**config.mk**
```make
export PLATFORM = sky130hd
export DESIGN_NAME = fib_seq_ctrl
export DESIGN_NICKNAME = d
export VERILOG_FILES = /design/src/rtl/fib_seq_ctrl.sv
export SDC_FILE = /design/constraint.sdc
export NUM_CORES = 1
export LEC_CHECK = 0
export ABC_AREA = 1
export ABC_CLOCK_PERIOD_IN_PS = 1500
export CAP_MARGIN = 20
export CORE_ASPECT_RATIO = 1.1
export CORE_UTILIZATION = 55
export CTS_CLUSTER_SIZE = 20
export DETAILED_ROUTE_END_ITERATION = 6
export DONT_BUFFER_PORTS = 1
export PLACE_DENSITY = 0.75
export SYNTH_ARGS = -nofsm -noshare
export SYNTH_HDL_FRONTEND = slang
export SYNTH_SLANG_ARGS = --single-unit
```
**constraint.sdc**
```tcl
create_clock -name clk -period 1.5 [get_ports clk]
set_clock_uncertainty 0.15 [all_clocks]
set_input_delay 0.3 -clock clk [delete_from_list [all_inputs] [get_ports clk]]
set_output_delay 0.3 -clock clk [all_outputs]
set_load 0.05 [all_outputs]
```
**src/rtl/fib_seq_ctrl.sv**
```systemverilog
`default_nettype none
// fib_seq_ctrl: seeds, advances and stops a Fibonacci term stream over valid/ready.
// Optional macro FIB_SEQ_OVF_STOP_EN: end the run instead of presenting a wrapped term.
module fib_seq_ctrl #(
  parameter int WIDTH = 5,
  parameter int CNT_W = 4
) (
  input  logic             clk,
  input  logic             reset,
  input  logic             start,
  input  logic [CNT_W-1:0] n_terms,
  output logic             busy,
  output logic [WIDTH-1:0] term,
  output logic [CNT_W-1:0] term_idx,
  output logic             term_valid,
  input  logic             term_ready,
  output logic             done,
  output logic             overflow
);

  typedef enum logic [1:0] {
    IDLE = 2'd0,
    EMIT = 2'd1,
    DONE = 2'd2
  } state_t;

  state_t           state, state_n;
  logic [WIDTH-1:0] cur, cur_n;
  logic [WIDTH-1:0] nxt, nxt_n;
  logic             nxt_ovf, nxt_ovf_n;
  logic [CNT_W-1:0] remain, remain_n;
  logic [CNT_W-1:0] idx_n;
  logic             ovf_n;
  logic [WIDTH:0]   sum;

  assign sum  = {1'b0, cur} + {1'b0, nxt};
  assign term = cur;

  always_comb begin
    state_n   = state;
    cur_n     = cur;
    nxt_n     = nxt;
    nxt_ovf_n = nxt_ovf;
    remain_n  = remain;
    idx_n     = term_idx;
    ovf_n     = overflow;
    unique case (state)
      IDLE: begin
        if (start) begin
          ovf_n = 1'b0;
          if (n_terms != '0) begin
            state_n   = EMIT;
            cur_n     = '0;
            nxt_n     = WIDTH'(1);
            nxt_ovf_n = 1'b0;
            idx_n     = '0;
            remain_n  = n_terms;
          end else begin
            state_n = DONE;
          end
        end
      end
      EMIT: begin
        if (term_ready) begin
          remain_n = remain - CNT_W'(1);
          // The last term ends the run before any advance, so no wrap is recorded for it.
          if (remain == CNT_W'(1)) begin
            state_n = DONE;
          end
`ifdef FIB_SEQ_OVF_STOP_EN
          else if (nxt_ovf) begin
            state_n = DONE;
            ovf_n   = 1'b1;
          end
`endif
          else begin
            cur_n     = nxt;
            nxt_n     = sum[WIDTH-1:0];
            nxt_ovf_n = sum[WIDTH] | nxt_ovf;
            idx_n     = term_idx + CNT_W'(1);
            if (nxt_ovf) ovf_n = 1'b1;
          end
        end
      end
      DONE: begin
        state_n = IDLE;
      end
      default: begin
        state_n = IDLE;
      end
    endcase
  end

  // Status outputs are decoded from the next state so every output comes from a flop.
  always_ff @(posedge clk or posedge reset) begin
    if (reset) begin
      state      <= IDLE;
      cur        <= '0;
      nxt        <= '0;
      nxt_ovf    <= 1'b0;
      remain     <= '0;
      term_idx   <= '0;
      overflow   <= 1'b0;
      busy       <= 1'b0;
      term_valid <= 1'b0;
      done       <= 1'b0;
    end else begin
      state      <= state_n;
      cur        <= cur_n;
      nxt        <= nxt_n;
      nxt_ovf    <= nxt_ovf_n;
      remain     <= remain_n;
      term_idx   <= idx_n;
      overflow   <= ovf_n;
      busy       <= (state_n != IDLE);
      term_valid <= (state_n == EMIT);
      done       <= (state_n == DONE);
    end
  end

endmodule
`default_nettype wire
```
== After elaboration in Yosys (flattened, before gate mapping) ==
Index checks and enable logic that the tools add are counted.
Widths: inputs -> output; s select.

* Eq/ne operators: 9
* $add $sub $neg: 3
* Bitwise logic cells: 1
* Mux-type cells: 34
* Reduce and logical (&&, ||, !) cells: 7

{| class="wikitable"
|+ Operators with widths
! kind !! count
|-
| $mux 5 || 8
|-
| $mux 4 || 7
|-
| $pmux 5 s2 || 2
|-
| $pmux 4 s2 || 2
|-
| $ne 2x2->1 const B || 5
|-
| $reduce_and 5->1 || 2
|-
| $mux 1 || 8
|-
| $mux 2 || 4
|-
| $add 5x5->6 || 1
|-
| $add 4x1->4 const B || 1
|-
| $eq 2x1->1 const B || 2
|-
| $eq 4x1->1 const B || 1
|-
| $pmux 1 s2 || 2
|-
| $pmux 2 s2 || 1
|-
| $reduce_and 4->1 || 1
|-
| $reduce_bool 2->1 || 2
|-
| $reduce_bool 4->1 || 1
|-
| $sub 4x1->4 const B || 1
|-
| $eq 2x2->1 const B || 1
|-
| $logic_not 2->1 || 1
|-
| $or 1x1->1 || 1
|}

* Bits of input ports: 8
* Word-level logic and storage cells: 64
* Output and inout bits: 13
* Register bits: 25

== Longest topological paths before layout ==
* Depth after elaboration: 5
* Depth in mapped cells: 9
* Mapped depth without buffers: 9

== Worst setup path before layout ==
OpenSTA, ideal clock, no wires.

* Path kind: register -> register
* From: register cur[0], in the netlist term[0]
* To: register nxt[4]
* Data required time: 1.285 ns
* Library setup time: 0.065 ns
* Setup slack: -0.470 ns
* Arrival time: 1.755 ns
* Buffers on the path: 0
* Stages on the path, launching flop included: 10
* Period minus slack after synthesis: 1.970 ns
* Cell sequence: dfrtp_1 -> ha_1 -> inv_1 -> fa_1 -> nand3b_1 -> nand2_1 -> nor2_1 -> nor2_1 -> nand2_1 -> nand2_1

* Longest elaborated chain between the ends: 4

{| class="wikitable"
|+ RTL lines
! element !! RTL line !! text
|-
| start: declaration || 28 || <nowiki>logic [WIDTH-1:0] cur, cur_n;</nowiki>
|-
| start signal: assignment || 109 || <nowiki>cur <= cur_n;</nowiki>
|-
| $add 5x5->6 || 36 || <nowiki>assign sum = {1'b0, cur} + {1'b0, nxt};</nowiki>
|-
| $mux 5 || 67 || <nowiki>if (remain == CNT_W'(1)) begin</nowiki>
|-
| $mux 5 || 64 || <nowiki>if (term_ready) begin</nowiki>
|-
| $pmux 5 s2 || 47 || <nowiki>unique case (state)</nowiki>
|-
| end signal: assignment || 110 || <nowiki>nxt <= nxt_n;</nowiki>
|-
| end: declaration || 29 || <nowiki>logic [WIDTH-1:0] nxt, nxt_n;</nowiki>
|}

No other way between the ends. The select of a mux whose other input is x is not followed.
A chain may end at the register's enable or synchronous reset.

== Worst setup path in the final report ==
* From: register nxt[0]
* To: register nxt[4]

* Longest elaborated chain between the ends: 4

{| class="wikitable"
|+ RTL lines
! element !! RTL line
|-
| $add 5x5->6 || 36
|-
| $mux 5 || 67
|-
| $mux 5 || 64
|-
| $pmux 5 s2 || 47
|}

No other way between the ends. The select of a mux whose other input is x is not followed.

==> results.json <==
{
  "grt_pass1_wl_um": 4733,
  "cp_num_buf_inv": 1,
  "synth_seq_cells": 25,
  "grt_pass1_vias": 1151,
  "start_util": 0.5992,
  "cts.sinks": 25,
  "crit_arrival_ns": 1.81,
  "min-delay-start": "term_ready",
  "dp_hpwl_um": 2132,
  "worstReg2RegStart": "nxt[0]",
  "critPathKind": "flip-flop to flip-flop",
  "areaGrowthSynthToFinish_pct": 39.51,
  "yosysWarningCount": 0,
  "drt_iter0_markers": 26,
  "slew_viol_final": 0,
  "cp.required_ns": 1.62,
  "crit_fanout": 2,
  "synth_cell_types": 22,
  "cts_max_level": 1,
  "grt_max_degree": 26,
  "p_per_area_mw_per_mm2": 2308,
  "die_w_um": 49.94,
  "drv_cap": 0,
  "layout-drive-gt1-share": 0.4151,
  "cts_tree": "done",
  "num_antenna_cells": 0,
  "crit_path_cell_trace": "ha_4, inv_2, fa_2, nand3b_1, nand2_1, nor2_1, nor2_1, nand2_1, nand2_1",
  "cp_top_family": "simple AND/OR/NAND/NOR gates",
  "grt_usage": 0.2395,
  "wl_um": 3533,
  "wl_met1_um": 1413,
  "hold_class": "primary input to flip-flop",
  "dr_total_vias": 1311,
  "cp-end-kind": "flip-flop",
  "vias_per_cell": 5.417,
  "whs_ns": 0.01749,
  "yosysSeqAreaShare": 0.4500,
  "status": "complete, but fails checks",
  "setup_slack_ns": -0.1818,
  "min_period_ns": 1.682,
  "maxSlewHeadroom": 0.6513,
  "slowest_delay_ns": 0.42,
  "cts_buffers": 3,
  "ctsLongestPathBuffers": 2,
  "worst_pin_slew_ns": 0.5231,
  "syn_inst": 172,
  "ios": 21,
  "row_count": 18,
  "cpMostUsedCell": "nand2_1",
  "gp_congestion": 0.8531,
  "port-buffer-count": 0,
  "wl_met2_um": 1877,
  "fillers": 120,
  "layout_commonest_cell": "nand2_1",
  "avgSynthCellArea_um2": 8.082,
  "nets": 230,
  "synth_area_mm2": 0.001390,
  "max-vdd-ir-drop_v": 0.001659,
  "route.detailed.drc": 0,
  "routed-wl-met3_um": 147,
  "post-place-ws_ns": -0.1188,
  "antenna_found_initial": 0,
  "rsz0062_at_grt": "yes",
  "insertion_delay_ns": 0.32,
  "ant_nets": 0,
  "fin_util": 0.8360,
  "critPathSlowestCell": "dfrtp_1",
  "hold_viol_final": 0,
  "grt_overflow": 0,
  "seq_area_um2": 631.9,
  "final_cell_mix": "nand2_1, buf_4, dfrtp_1",
  "die_area_mm2": 0.002733,
  "post_drt_wl_per_cell_um": 14.60,
  "dieHeight_um": 54.73,
  "startpoint_type": "flip-flop",
  "clk_pin_slew_ns": 0.14,
  "worst-r2r-setup-slack_ns": -0.18,
  "core-area_mm2": 0.002320,
  "multi_input_area_um2": 817.0,
  "max_freq_mhz": 594.6,
  "setup_viol": 12,
  "cts_root_buf": "clkbuf_4",
  "min_period_over_period": 1.121,
  "p_leak_nw": 1.002,
  "drt_pass1_iterations": 4,
  "synth.net_count": 189,
  "violations": "negative setup slack",
  "critical_path.startpoint": "nxt[0]",
  "top_layer": "met4"
}
-- layer usage --
metal	vias to the layer above	global-route usage
li1	618	-
met1	640	0.2557
met2	43	0.4617
met3	10	0.03611
met4	0	0.1286
met5	-	0
-- synthesized netlist by cell type --
| library cell | number | area (µm²) |
|---|---|---|
| nand2_1 | 55 | 206.5 |
| dfrtp_1 | 25 | 625.6 |
| inv_1 | 22 | 82.58 |
| nand3_1 | 13 | 65.06 |
| nor2_1 | 12 | 45.04 |
| o21ai_0 | 11 | 55.05 |
| ha_1 | 8 | 100.1 |
| nand2_2 | 5 | 31.28 |
| a21oi_1 | 4 | 20.02 |
| inv_4 | 2 | 12.51 |
| nand4_1 | 2 | 12.51 |
| nor2_4 | 2 | 22.52 |
| xnor2_1 | 2 | 17.52 |
| buf_6 | 1 | 11.26 |
| fa_1 | 1 | 20.02 |
| inv_2 | 1 | 3.750 |
| mux2i_1 | 1 | 10.01 |
| nand3b_1 | 1 | 7.510 |
| nor2_2 | 1 | 6.260 |
| nor2_8 | 1 | 20.02 |
| or2_2 | 1 | 6.260 |
| xor2_1 | 1 | 8.760 |
-- report_power, final --
group	switching [W]	internal (W)	leakage (nW)	total, W
Sequential	0.000367	0.000929	0.315	0.00130
Combinational	0.00161	0.00126	0.672	0.00287
Clock	0.000205	0.000104	0.0150	0.000309
-- metrics by stage --
stage          setup TNS [ns]  total power [W]  cell area, µm²  std cells
2_1_floorplan         -0.4772         0.002669            1429        172
4_1_cts               -0.2050         0.003749            1694        228
5_1_grt                -1.947         0.004748            1939        242
3_3_place_gp         -0.06328         0.003239            1610        220
3_5_place_dp          -0.1885         0.003346            1610        220
6_report              -0.8873         0.004476            1939        242
-- worst paths after layout --
path                         endpoint  cells after the start
max in group asynchronous     term[0]                      3
max reg2reg                    nxt[4]                      9
min in group asynchronous        busy                      3
min reg2reg                   term[1]                      2
max                            nxt[4]                      9
min                        term_valid                      3
-- worst reg2reg max path, stage by stage, from the launching register on --
cell and delay (ns):
dfrtp_1 0.42, ha_4 0.16, inv_2 0.04, fa_2 0.33, nand3b_1 0.17, nand2_1 0.09
nor2_1 0.05, nor2_1 0.10, nand2_1 0.08, nand2_1 0.05
-- flip-flops by register name, indices dropped and copies added (netlist names) --
register	cells
term	5
term_valid	1
remain	4
state	2
busy	1
overflow	1
term_idx	4
done	1
nxt	5
nxt_ovf	1
-- area by class of cell --
cell class,instances,share of cell area
multi-input combinational,121,0.4213
sequential,25,0.3258
timing repair buffer,36,0.1606
inverter,25,0.05613
tap,30,0.01935
clock buffer,4,0.01355
timing repair inverter,1,0.003226
-- cells by family after synthesis --
| family | Yosys count | share of synthesized area |
|---|---|---|
| flip-flops | 25 | 0.4500 |
| adder cells (fa/ha/maj) | 9 | 0.08641 |
| multiplexers | 1 | 0.007201 |
| AO/OA/AOI/OAI | 15 | 0.05400 |
| XOR/XNOR | 3 | 0.01891 |
| AND/OR/NAND/NOR | 93 | 0.3042 |
| buffers and inverters | 26 | 0.07920 |
-- what timing repair did --
item                                    4_1_cts  5_1_grt
hold buffers                                  2        0
setup buffers                                 2       13
pin swaps                                     4       11
endpoints found under the setup margin       15       22
resized for setup                             7       44
hold endpoints to repair                     26        0
gates cloned                                  0        1
(Power assumes the default switching activity.)
